==> src/rtl/decode_queue_pkg.sv <==
// MIPS ISA constants, flag bit positions and the decoded-entry layout shared by
// the instruction decoder and the decode queue.
package decode_queue_pkg;

  // Primary opcodes
  localparam logic [5:0] OP_SPECIAL = 6'h00;
  localparam logic [5:0] OP_REGIMM  = 6'h01;
  localparam logic [5:0] OP_J       = 6'h02;
  localparam logic [5:0] OP_JAL     = 6'h03;
  localparam logic [5:0] OP_BEQ     = 6'h04;
  localparam logic [5:0] OP_BNE     = 6'h05;
  localparam logic [5:0] OP_BLEZ    = 6'h06;
  localparam logic [5:0] OP_BGTZ    = 6'h07;
  localparam logic [5:0] OP_ADDIU   = 6'h09;
  localparam logic [5:0] OP_SLTI    = 6'h0A;
  localparam logic [5:0] OP_SLTIU   = 6'h0B;
  localparam logic [5:0] OP_ORI     = 6'h0D;
  localparam logic [5:0] OP_XORI    = 6'h0E;
  localparam logic [5:0] OP_LUI     = 6'h0F;
  localparam logic [5:0] OP_LB      = 6'h20;
  localparam logic [5:0] OP_LW      = 6'h23;
  localparam logic [5:0] OP_LBU     = 6'h24;
  localparam logic [5:0] OP_SB      = 6'h28;
  localparam logic [5:0] OP_SW      = 6'h2B;

  // SPECIAL function codes
  localparam logic [5:0] FN_SLL     = 6'h00;
  localparam logic [5:0] FN_SRL     = 6'h02;
  localparam logic [5:0] FN_SRA     = 6'h03;
  localparam logic [5:0] FN_SLLV    = 6'h04;
  localparam logic [5:0] FN_SRLV    = 6'h06;
  localparam logic [5:0] FN_SRAV    = 6'h07;
  localparam logic [5:0] FN_JR      = 6'h08;
  localparam logic [5:0] FN_JALR    = 6'h09;
  localparam logic [5:0] FN_MULTU   = 6'h19;
  localparam logic [5:0] FN_DIVU    = 6'h1B;
  localparam logic [5:0] FN_ADDU    = 6'h21;
  localparam logic [5:0] FN_SUBU    = 6'h23;
  localparam logic [5:0] FN_SLTU    = 6'h2B;

  // REGIMM rt codes
  localparam logic [4:0] RI_BLTZ    = 5'h00;
  localparam logic [4:0] RI_BGEZ    = 5'h01;

  // Flag vector layout: {illegal, branch, mem, shift, imm, unsigned}
  localparam int unsigned FLAG_W        = 6;
  localparam int unsigned FLAG_UNSIGNED = 0;
  localparam int unsigned FLAG_IMM      = 1;
  localparam int unsigned FLAG_SHIFT    = 2;
  localparam int unsigned FLAG_MEM      = 3;
  localparam int unsigned FLAG_BRANCH   = 4;
  localparam int unsigned FLAG_ILLEGAL  = 5;

  typedef logic [FLAG_W-1:0] flags_t;

  typedef enum logic [2:0] {
    CL_ILLEGAL,
    CL_BRANCH,
    CL_ARITH_U,
    CL_SHIFT_IMM,
    CL_SHIFT_VAR,
    CL_MEM,
    CL_IMM,
    CL_IMM_U
  } instr_class_e;

  typedef struct packed {
    logic [31:0] instr;
    logic [5:0]  op_type;
    logic [4:0]  rs;
    logic [4:0]  rt;
    logic [4:0]  rd;
    logic [4:0]  sh_amt;
    logic [31:0] imm;
    logic [25:0] target;
    flags_t      flags;
  } decoded_t;

  function automatic flags_t class_flags(input instr_class_e cls);
    flags_t f;
    f = '0;
    case (cls)
      CL_BRANCH:    f[FLAG_BRANCH] = 1'b1;
      CL_ARITH_U:   f[FLAG_UNSIGNED] = 1'b1;
      CL_SHIFT_IMM: begin
        f[FLAG_SHIFT] = 1'b1;
        f[FLAG_IMM]   = 1'b1;
      end
      CL_SHIFT_VAR: f[FLAG_SHIFT] = 1'b1;
      CL_MEM: begin
        f[FLAG_MEM] = 1'b1;
        f[FLAG_IMM] = 1'b1;
      end
      CL_IMM:       f[FLAG_IMM] = 1'b1;
      CL_IMM_U: begin
        f[FLAG_IMM]      = 1'b1;
        f[FLAG_UNSIGNED] = 1'b1;
      end
      default:      f[FLAG_ILLEGAL] = 1'b1;
    endcase
    return f;
  endfunction

endpackage

==> src/rtl/decode_queue_instr_decode.sv <==
// Purely combinational MIPS decoder: classifies the raw word and produces the
// field/immediate/flag bundle stored in each queue entry.
module instr_decode
  import decode_queue_pkg::*;
(
  input  logic [31:0] instr_32,
  output decoded_t    dec
);

  logic [5:0]   opcode;
  logic [5:0]   func;
  logic [4:0]   rt;
  logic [15:0]  imm16;
  instr_class_e cls;
  logic [31:0]  imm_ext;
  logic [5:0]   op_type;

  assign opcode = instr_32[31:26];
  assign func   = instr_32[5:0];
  assign rt     = instr_32[20:16];
  assign imm16  = instr_32[15:0];

  always_comb begin
    cls = CL_ILLEGAL;
    case (opcode)
      OP_SPECIAL: begin
        case (func)
          FN_JR, FN_JALR:                                cls = CL_BRANCH;
          FN_ADDU, FN_SUBU, FN_MULTU, FN_DIVU, FN_SLTU: cls = CL_ARITH_U;
          FN_SLL, FN_SRL, FN_SRA:                        cls = CL_SHIFT_IMM;
          FN_SLLV, FN_SRLV, FN_SRAV:                     cls = CL_SHIFT_VAR;
          default:                                       cls = CL_ILLEGAL;
        endcase
      end
      OP_REGIMM: begin
        case (rt)
          RI_BLTZ, RI_BGEZ: cls = CL_BRANCH;
          default:          cls = CL_ILLEGAL;
        endcase
      end
      OP_J, OP_JAL, OP_BEQ, OP_BNE, OP_BLEZ, OP_BGTZ: cls = CL_BRANCH;
      OP_ADDIU, OP_SLTIU:                             cls = CL_IMM_U;
      OP_SLTI, OP_ORI, OP_XORI:                       cls = CL_IMM;
      OP_LW, OP_SW, OP_LB, OP_LBU, OP_SB, OP_LUI:     cls = CL_MEM;
      default:                                        cls = CL_ILLEGAL;
    endcase
  end

  always_comb begin
    case (opcode)
      OP_ORI, OP_XORI: imm_ext = {16'h0000, imm16};
      OP_LUI:          imm_ext = {imm16, 16'h0000};
      default:         imm_ext = {{16{imm16[15]}}, imm16};
    endcase
  end

  always_comb begin
    case (opcode)
      OP_SPECIAL: op_type = func;
      OP_REGIMM:  op_type = {1'b0, rt};
      default:    op_type = opcode;
    endcase
  end

  always_comb begin
    dec         = '0;
    dec.instr   = instr_32;
    dec.op_type = op_type;
    dec.rs      = instr_32[25:21];
    dec.rt      = rt;
    dec.rd      = instr_32[15:11];
    dec.sh_amt  = instr_32[10:6];
    dec.imm     = imm_ext;
    dec.target  = instr_32[25:0];
    dec.flags   = class_flags(cls);
  end

endmodule

==> src/rtl/decode_queue.sv <==
// Decode queue: decodes at the write port and buffers decoded entries in a
// DEPTH-entry FIFO; head outputs come straight from storage.
module decode_queue
  import decode_queue_pkg::*;
#(
  parameter int unsigned DEPTH = 4,
  parameter int unsigned PC_W  = 32,
  parameter int unsigned CNT_W = 16
) (
  input  logic                     w_clock,
  input  logic                     w_reset_n,
  input  logic                     w_flush,
  input  logic                     w_in_valid,
  output logic                     w_in_ready,
  input  logic [31:0]              w_instr_32,
  input  logic [PC_W-1:0]          w_pc,
  output logic                     w_out_valid,
  input  logic                     w_out_ready,
  output logic [PC_W-1:0]          w_out_pc,
  output logic [31:0]              w_out_instr_32,
  output logic [5:0]               w_op_type_6,
  output logic [4:0]               w_rs_addr_5,
  output logic [4:0]               w_rt_addr_5,
  output logic [4:0]               w_rd_addr_5,
  output logic [4:0]               w_sh_amt_5,
  output logic [31:0]              w_imm_32,
  output logic [25:0]              w_branch_imm_val_26,
  output logic [5:0]               w_flags_6,
  output logic [$clog2(DEPTH):0]   w_count,
  output logic [CNT_W-1:0]         w_illegal_cnt
);

  localparam int unsigned AW   = $clog2(DEPTH);
  localparam logic [AW:0] FULL = (AW+1)'(DEPTH);

  decoded_t        dec;
  decoded_t        mem_dec [DEPTH];
  logic [PC_W-1:0] mem_pc  [DEPTH];
  decoded_t        head;
  logic [AW-1:0]   wr_ptr;
  logic [AW-1:0]   rd_ptr;
  logic [AW:0]     count;
  logic [AW:0]     count_nxt;
  logic [CNT_W-1:0] illegal_cnt;
  logic            push;
  logic            pop;

  instr_decode u_instr_decode (
    .instr_32 (w_instr_32),
    .dec      (dec)
  );

  // Ready depends only on the registered count, never on w_out_ready.
  assign w_in_ready  = (count < FULL);
  assign w_out_valid = (count != '0);
  assign push        = w_in_valid && w_in_ready && !w_flush;
  assign pop         = w_out_valid && w_out_ready && !w_flush;

  always_comb begin
    count_nxt = count;
    case ({push, pop})
      2'b10:   count_nxt = count + 1'b1;
      2'b01:   count_nxt = count - 1'b1;
      default: count_nxt = count;
    endcase
  end

  // Storage is reset so the head reads as zero while reset is held.
  always_ff @(posedge w_clock or negedge w_reset_n) begin
    if (!w_reset_n) begin
      for (int unsigned i = 0; i < DEPTH; i++) begin
        mem_dec[AW'(i)] <= '0;
        mem_pc[AW'(i)]  <= '0;
      end
    end else if (push) begin
      mem_dec[wr_ptr] <= dec;
      mem_pc[wr_ptr]  <= w_pc;
    end
  end

  always_ff @(posedge w_clock or negedge w_reset_n) begin
    if (!w_reset_n) begin
      wr_ptr <= '0;
      rd_ptr <= '0;
      count  <= '0;
    end else if (w_flush) begin
      wr_ptr <= '0;
      rd_ptr <= '0;
      count  <= '0;
    end else begin
      if (push) wr_ptr <= wr_ptr + 1'b1;
      if (pop)  rd_ptr <= rd_ptr + 1'b1;
      count <= count_nxt;
    end
  end

  // Flush does not clear this counter; a flushed push never counts.
  always_ff @(posedge w_clock or negedge w_reset_n) begin
    if (!w_reset_n) begin
      illegal_cnt <= '0;
    end else if (push && dec.flags[FLAG_ILLEGAL] && (illegal_cnt != '1)) begin
      illegal_cnt <= illegal_cnt + 1'b1;
    end
  end

  assign head                = mem_dec[rd_ptr];
  assign w_out_pc            = mem_pc[rd_ptr];
  assign w_out_instr_32      = head.instr;
  assign w_op_type_6         = head.op_type;
  assign w_rs_addr_5         = head.rs;
  assign w_rt_addr_5         = head.rt;
  assign w_rd_addr_5         = head.rd;
  assign w_sh_amt_5          = head.sh_amt;
  assign w_imm_32            = head.imm;
  assign w_branch_imm_val_26 = head.target;
  assign w_flags_6           = head.flags;
  assign w_count             = count;
  assign w_illegal_cnt       = illegal_cnt;

endmodule

==> config.mk <==
export PLATFORM = sky130hd
export DESIGN_NAME = decode_queue
export DESIGN_NICKNAME = d
export VERILOG_FILES = /design/src/rtl/decode_queue_pkg.sv /design/src/rtl/decode_queue_instr_decode.sv /design/src/rtl/decode_queue.sv
export SDC_FILE = /design/constraint.sdc
export NUM_CORES = 1
export LEC_CHECK = 0
export ABC_AREA = 1
export CORE_UTILIZATION = 51
export DETAILED_ROUTE_END_ITERATION = 6
export PLACE_DENSITY = 0.77
export SETUP_SLACK_MARGIN = 0.1
export SLEW_MARGIN = 30
export SYNTH_ARGS = -nofsm -noshare
export SYNTH_HDL_FRONTEND = slang
export SYNTH_SLANG_ARGS = --single-unit
==> constraint.sdc <==
create_clock -name w_clock -period 2.2 [get_ports w_clock]
set_input_delay 0.55 -clock w_clock [delete_from_list [all_inputs] [get_ports w_clock]]
set_output_delay 0.55 -clock w_clock [all_outputs]
set_load 0.02 [all_outputs]
==> run summary <==
IO Port Bufs = 243
sort of element at the start of the critical path = flop
mean number of vias per cell = 5.76
number of max-slew violations in the final report = 0
element type at the critical path end = output pin
ordered cell list for the critical path = buf_12, buf_12, buf_16, o21ai_4, o22ai_2, buf_4
core outline area = 0.0398 mm²
total count of hold-check failures in the final report = 0
classification of the worst-slack hold path = input pin to async pin
total number of vias = 19500
max-cap violations = 0
most used cells in the layout excluding fill and tap cells = sky130_fd_sc_hd__nand2_1, sky130_fd_sc_hd__dfrtp_1, sky130_fd_sc_hd__o21ai_0, sky130_fd_sc_hd__nor2_1, sky130_fd_sc_hd__buf_4
Boundary Pins = 244
Final period util = 119%
power per cell area = 1430 mW/mm²
via count of the first global-routing pass = 19200
Routed Wire Length = 67100 µm
die footprint = 0.0413 mm²
net count of the finished layout = 2896
pre-CTS setup slack = -0.395 ns
post-route DRC violation count = 0
maximum clock insertion buffer count = 3
sequential share of the synthesized area = 55.1%
final global-route overflow total = 0
violations in the final reports = setup timing
final-report setup violation count = 170
clock sink total = 455
status = finished with violations
remaining antenna violation count = 0
worst skew pair latency = 0.58 ns
violation count after the first detailed-routing iteration = 1819
biggest cell delay along the critical path = 0.50 ns
clock transition at the register clock pins on the worst setup and hold paths after CTS = 0.06 ns
worst hold margin = 0.474 ns
die boundary height = 203 µm
slew at the pin closest to its max-slew limit = 0.509 ns
share of cells above drive strength 1 = 25.8%
clk root buf = sky130_fd_sc_hd__clkbuf_16
TritonCTS clock tree = yes
number of antenna violations at the first check in global routing = 6
final critical-path required period = 2.61 ns
Crit path buffers/inverters = 4
class of the most critical setup path = flop to output pin
Crit path required time = 1.65 ns
slowest stage cell, crit path = sky130_fd_sc_hd__dfrtp_4
Yosys warnings = 0
Worst slew margin = 65.8%
syn avg cell area = 8.18 µm²
maximum clock frequency = 383 MHz
Lkg Pwr = 0.0138 µW
aggregate global-route resource usage = 31.7%
dpl hpwl = 40100 µm
data arrival time of the critical path = 2.06 ns
largest clock skew in the final design = 0.0260 ns
maximum level of the CTS H-tree = 2
final cell count without fillers = 3383
starting density of the core = 51.9%
chip width = 203 µm
post-synth cell types = 31
kind of cell adding the most delay to the critical path = buffers and inverters
Post-Synthesis Net Count = 2600
Most common cell on crit path = sky130_fd_sc_hd__buf_12
iteration count of the initial detailed-routing pass = 6
total placed cells including tap cells = 3264
synthesized area = 0.0207 mm²
Core Rows = 73
global placer's final weighted congestion = 0.887
global-route wire length before repair = 103000 µm
core occupancy in the finished layout = 71.7%
pin count of the biggest net entering global routing = 101
number of buffers created by CTS = 47
Final WS setup = -0.409 ns
average routed wire per standard cell = 19.8 µm
most frequent standard cell in the layout excluding fill and tap cells = sky130_fd_sc_hd__nand2_1
Worst VDD drop = 0.897 mV
largest fanout on the critical path = 13
Syn Inst Count = 2525
unrepaired setup endpoints after global routing = yes
fillcell total = 2952
Synth Register Bits = 455
area added between synthesis and finish = 38.2%
[timing repair]
item | in CTS | in global routing
pin swaps | 38 | 29
resized for setup | 955 | 265
gates cloned | 12 | 11
setup endpoints to repair | 175 | 198
hold endpoints to repair | 37 | 0
hold buffers | 1 | 0
setup buffers | 7 | 2
[worst reg2reg max path, cell delays in order (launching register included)]
cell                      delay [ns]
sky130_fd_sc_hd__dfrtp_1        0.44
sky130_fd_sc_hd__inv_1          0.13
sky130_fd_sc_hd__nand3_2        0.10
sky130_fd_sc_hd__nand2_1        0.13
sky130_fd_sc_hd__inv_1          0.07
sky130_fd_sc_hd__nand2_1        0.09
sky130_fd_sc_hd__inv_1          0.08
sky130_fd_sc_hd__fa_1           0.40
sky130_fd_sc_hd__xnor2_1        0.20
sky130_fd_sc_hd__xor2_1         0.17
sky130_fd_sc_hd__nand2_1        0.08
sky130_fd_sc_hd__o21ai_0        0.08
[synth_stat cells]
library cell	instances	area (µm²)
sky130_fd_sc_hd__ha_1	5	62.6
sky130_fd_sc_hd__fa_1	1	20.0
sky130_fd_sc_hd__nand4_1	19	119
sky130_fd_sc_hd__clkbuf_1	131	492
sky130_fd_sc_hd__o21a_1	1	7.51
sky130_fd_sc_hd__o31ai_1	1	7.51
sky130_fd_sc_hd__nand3_2	1	10.0
sky130_fd_sc_hd__a21oi_1	5	25.0
sky130_fd_sc_hd__o21ai_2	1	8.76
sky130_fd_sc_hd__o21ai_1	18	90.1
sky130_fd_sc_hd__o221ai_1	3	26.3
sky130_fd_sc_hd__nor3_1	3	15.0
sky130_fd_sc_hd__buf_1	24	90.1
sky130_fd_sc_hd__o21ai_0	546	2730
sky130_fd_sc_hd__nand3_1	23	115
sky130_fd_sc_hd__a31oi_1	4	25.0
sky130_fd_sc_hd__nand2_2	3	18.8
sky130_fd_sc_hd__inv_2	12	45.0
sky130_fd_sc_hd__xor2_1	8	70.1
sky130_fd_sc_hd__nor2_4	4	45.0
sky130_fd_sc_hd__nand2_1	700	2630
sky130_fd_sc_hd__nor2_1	283	1060
sky130_fd_sc_hd__o22ai_1	113	707
sky130_fd_sc_hd__buf_2	10	50.1
sky130_fd_sc_hd__buf_4	49	368
sky130_fd_sc_hd__dfrtp_1	455	11400
sky130_fd_sc_hd__nor2_2	3	18.8
sky130_fd_sc_hd__nand4_2	1	12.5
sky130_fd_sc_hd__xnor2_1	7	61.3
sky130_fd_sc_hd__inv_1	89	334
sky130_fd_sc_hd__clkinv_1	2	7.51
[layout make-up]
type / instances / area (µm²) / share of cell area, %
antenna: 2 / 5.00 / 0.0175
sequential: 455 / 11400 / 39.9
timing repair buffer: 460 / 5110 / 17.9
inverter: 103 / 425 / 1.49
clock buffer: 74 / 1430 / 5.00
clock inverter: 10 / 53.8 / 0.188
timing repair inverter: 1 / 20.0 / 0.0701
multi-input combinational: 1753 / 9460 / 33.1
tap: 525 / 657 / 2.30
[registers in the layout, summed over array words and instances, names as in the netlist]
signal / flops
mem_dec: 304
mem_pc: 128
rd_ptr: 2
w_count: 3
w_illegal_cnt: 16
wr_ptr: 2
[metal layers]
metal | up-vias | global-route usage [%] | routed length, µm | share of wire (%)
met4 | 8 | 13.1 | 2240 | 3.3
met3 | 178 | 6.30 | 5670 | 8.5
met1 | 9535 | 42.5 | 27200 | 41
met2 | 906 | 50.5 | 31900 | 48
li1 | 8862 | - | - | -
met5 | - | 0 | 56 | 0.083
[worst paths after layout]
check | slack, ns | endpoint | startpoint | depth (start not counted)
max in group asynchronous | 0.91 | mem_dec[399] | w_reset_n | 4
setup reg to reg | 0.16 | w_count[2] | w_count[0] | 11
setup / recovery | -0.41 | w_imm_32[16] | rd_ptr[0] | 6
hold / removal | 0.47 | mem_pc[107] | w_reset_n | 2
min in group w_clock | 0.48 | mem_dec[296] | mem_dec[296] | 2
hold reg to reg | 0.48 | mem_dec[296] | mem_dec[296] | 2
[logic make-up (layout without fill, tap and decap cells)]
logic type,after synthesis,count (layout),synth area share (%)
AO/OA/AOI/OAI,692,692,17.6
XOR/XNOR,15,15,0.636
adder cells (fa/ha/maj),6,6,0.400
buffers and inverters,317,648,6.71
flip-flops,455,455,55.1
other,0,2,0
AND/OR/NAND/NOR,1040,1040,19.6
[where the power goes]
part	leakage, µW	switching (µW)	total [µW]	internal [µW]
Clock	0.000741	3300	7740	4440
Sequential	0.00587	2310	14100	11800
Combinational	0.00714	10500	19100	8520
[stage by stage]
| step | setup TNS (ns) | total power, µW | area [µm²] |
|---|---|---|---|
| final | -52.08 | 40900 | 28600 |
| after global routing | -61.76 | 43000 | 28600 |
| after CTS | -54.16 | 39200 | 27500 |
| after detailed placement | -80.40 | 30600 | 25500 |
| after global placement | -60.97 | 30000 | 25500 |
| after floorplan | 0 | 24400 | 21600 |
Power figures use the tool's default switching activity.
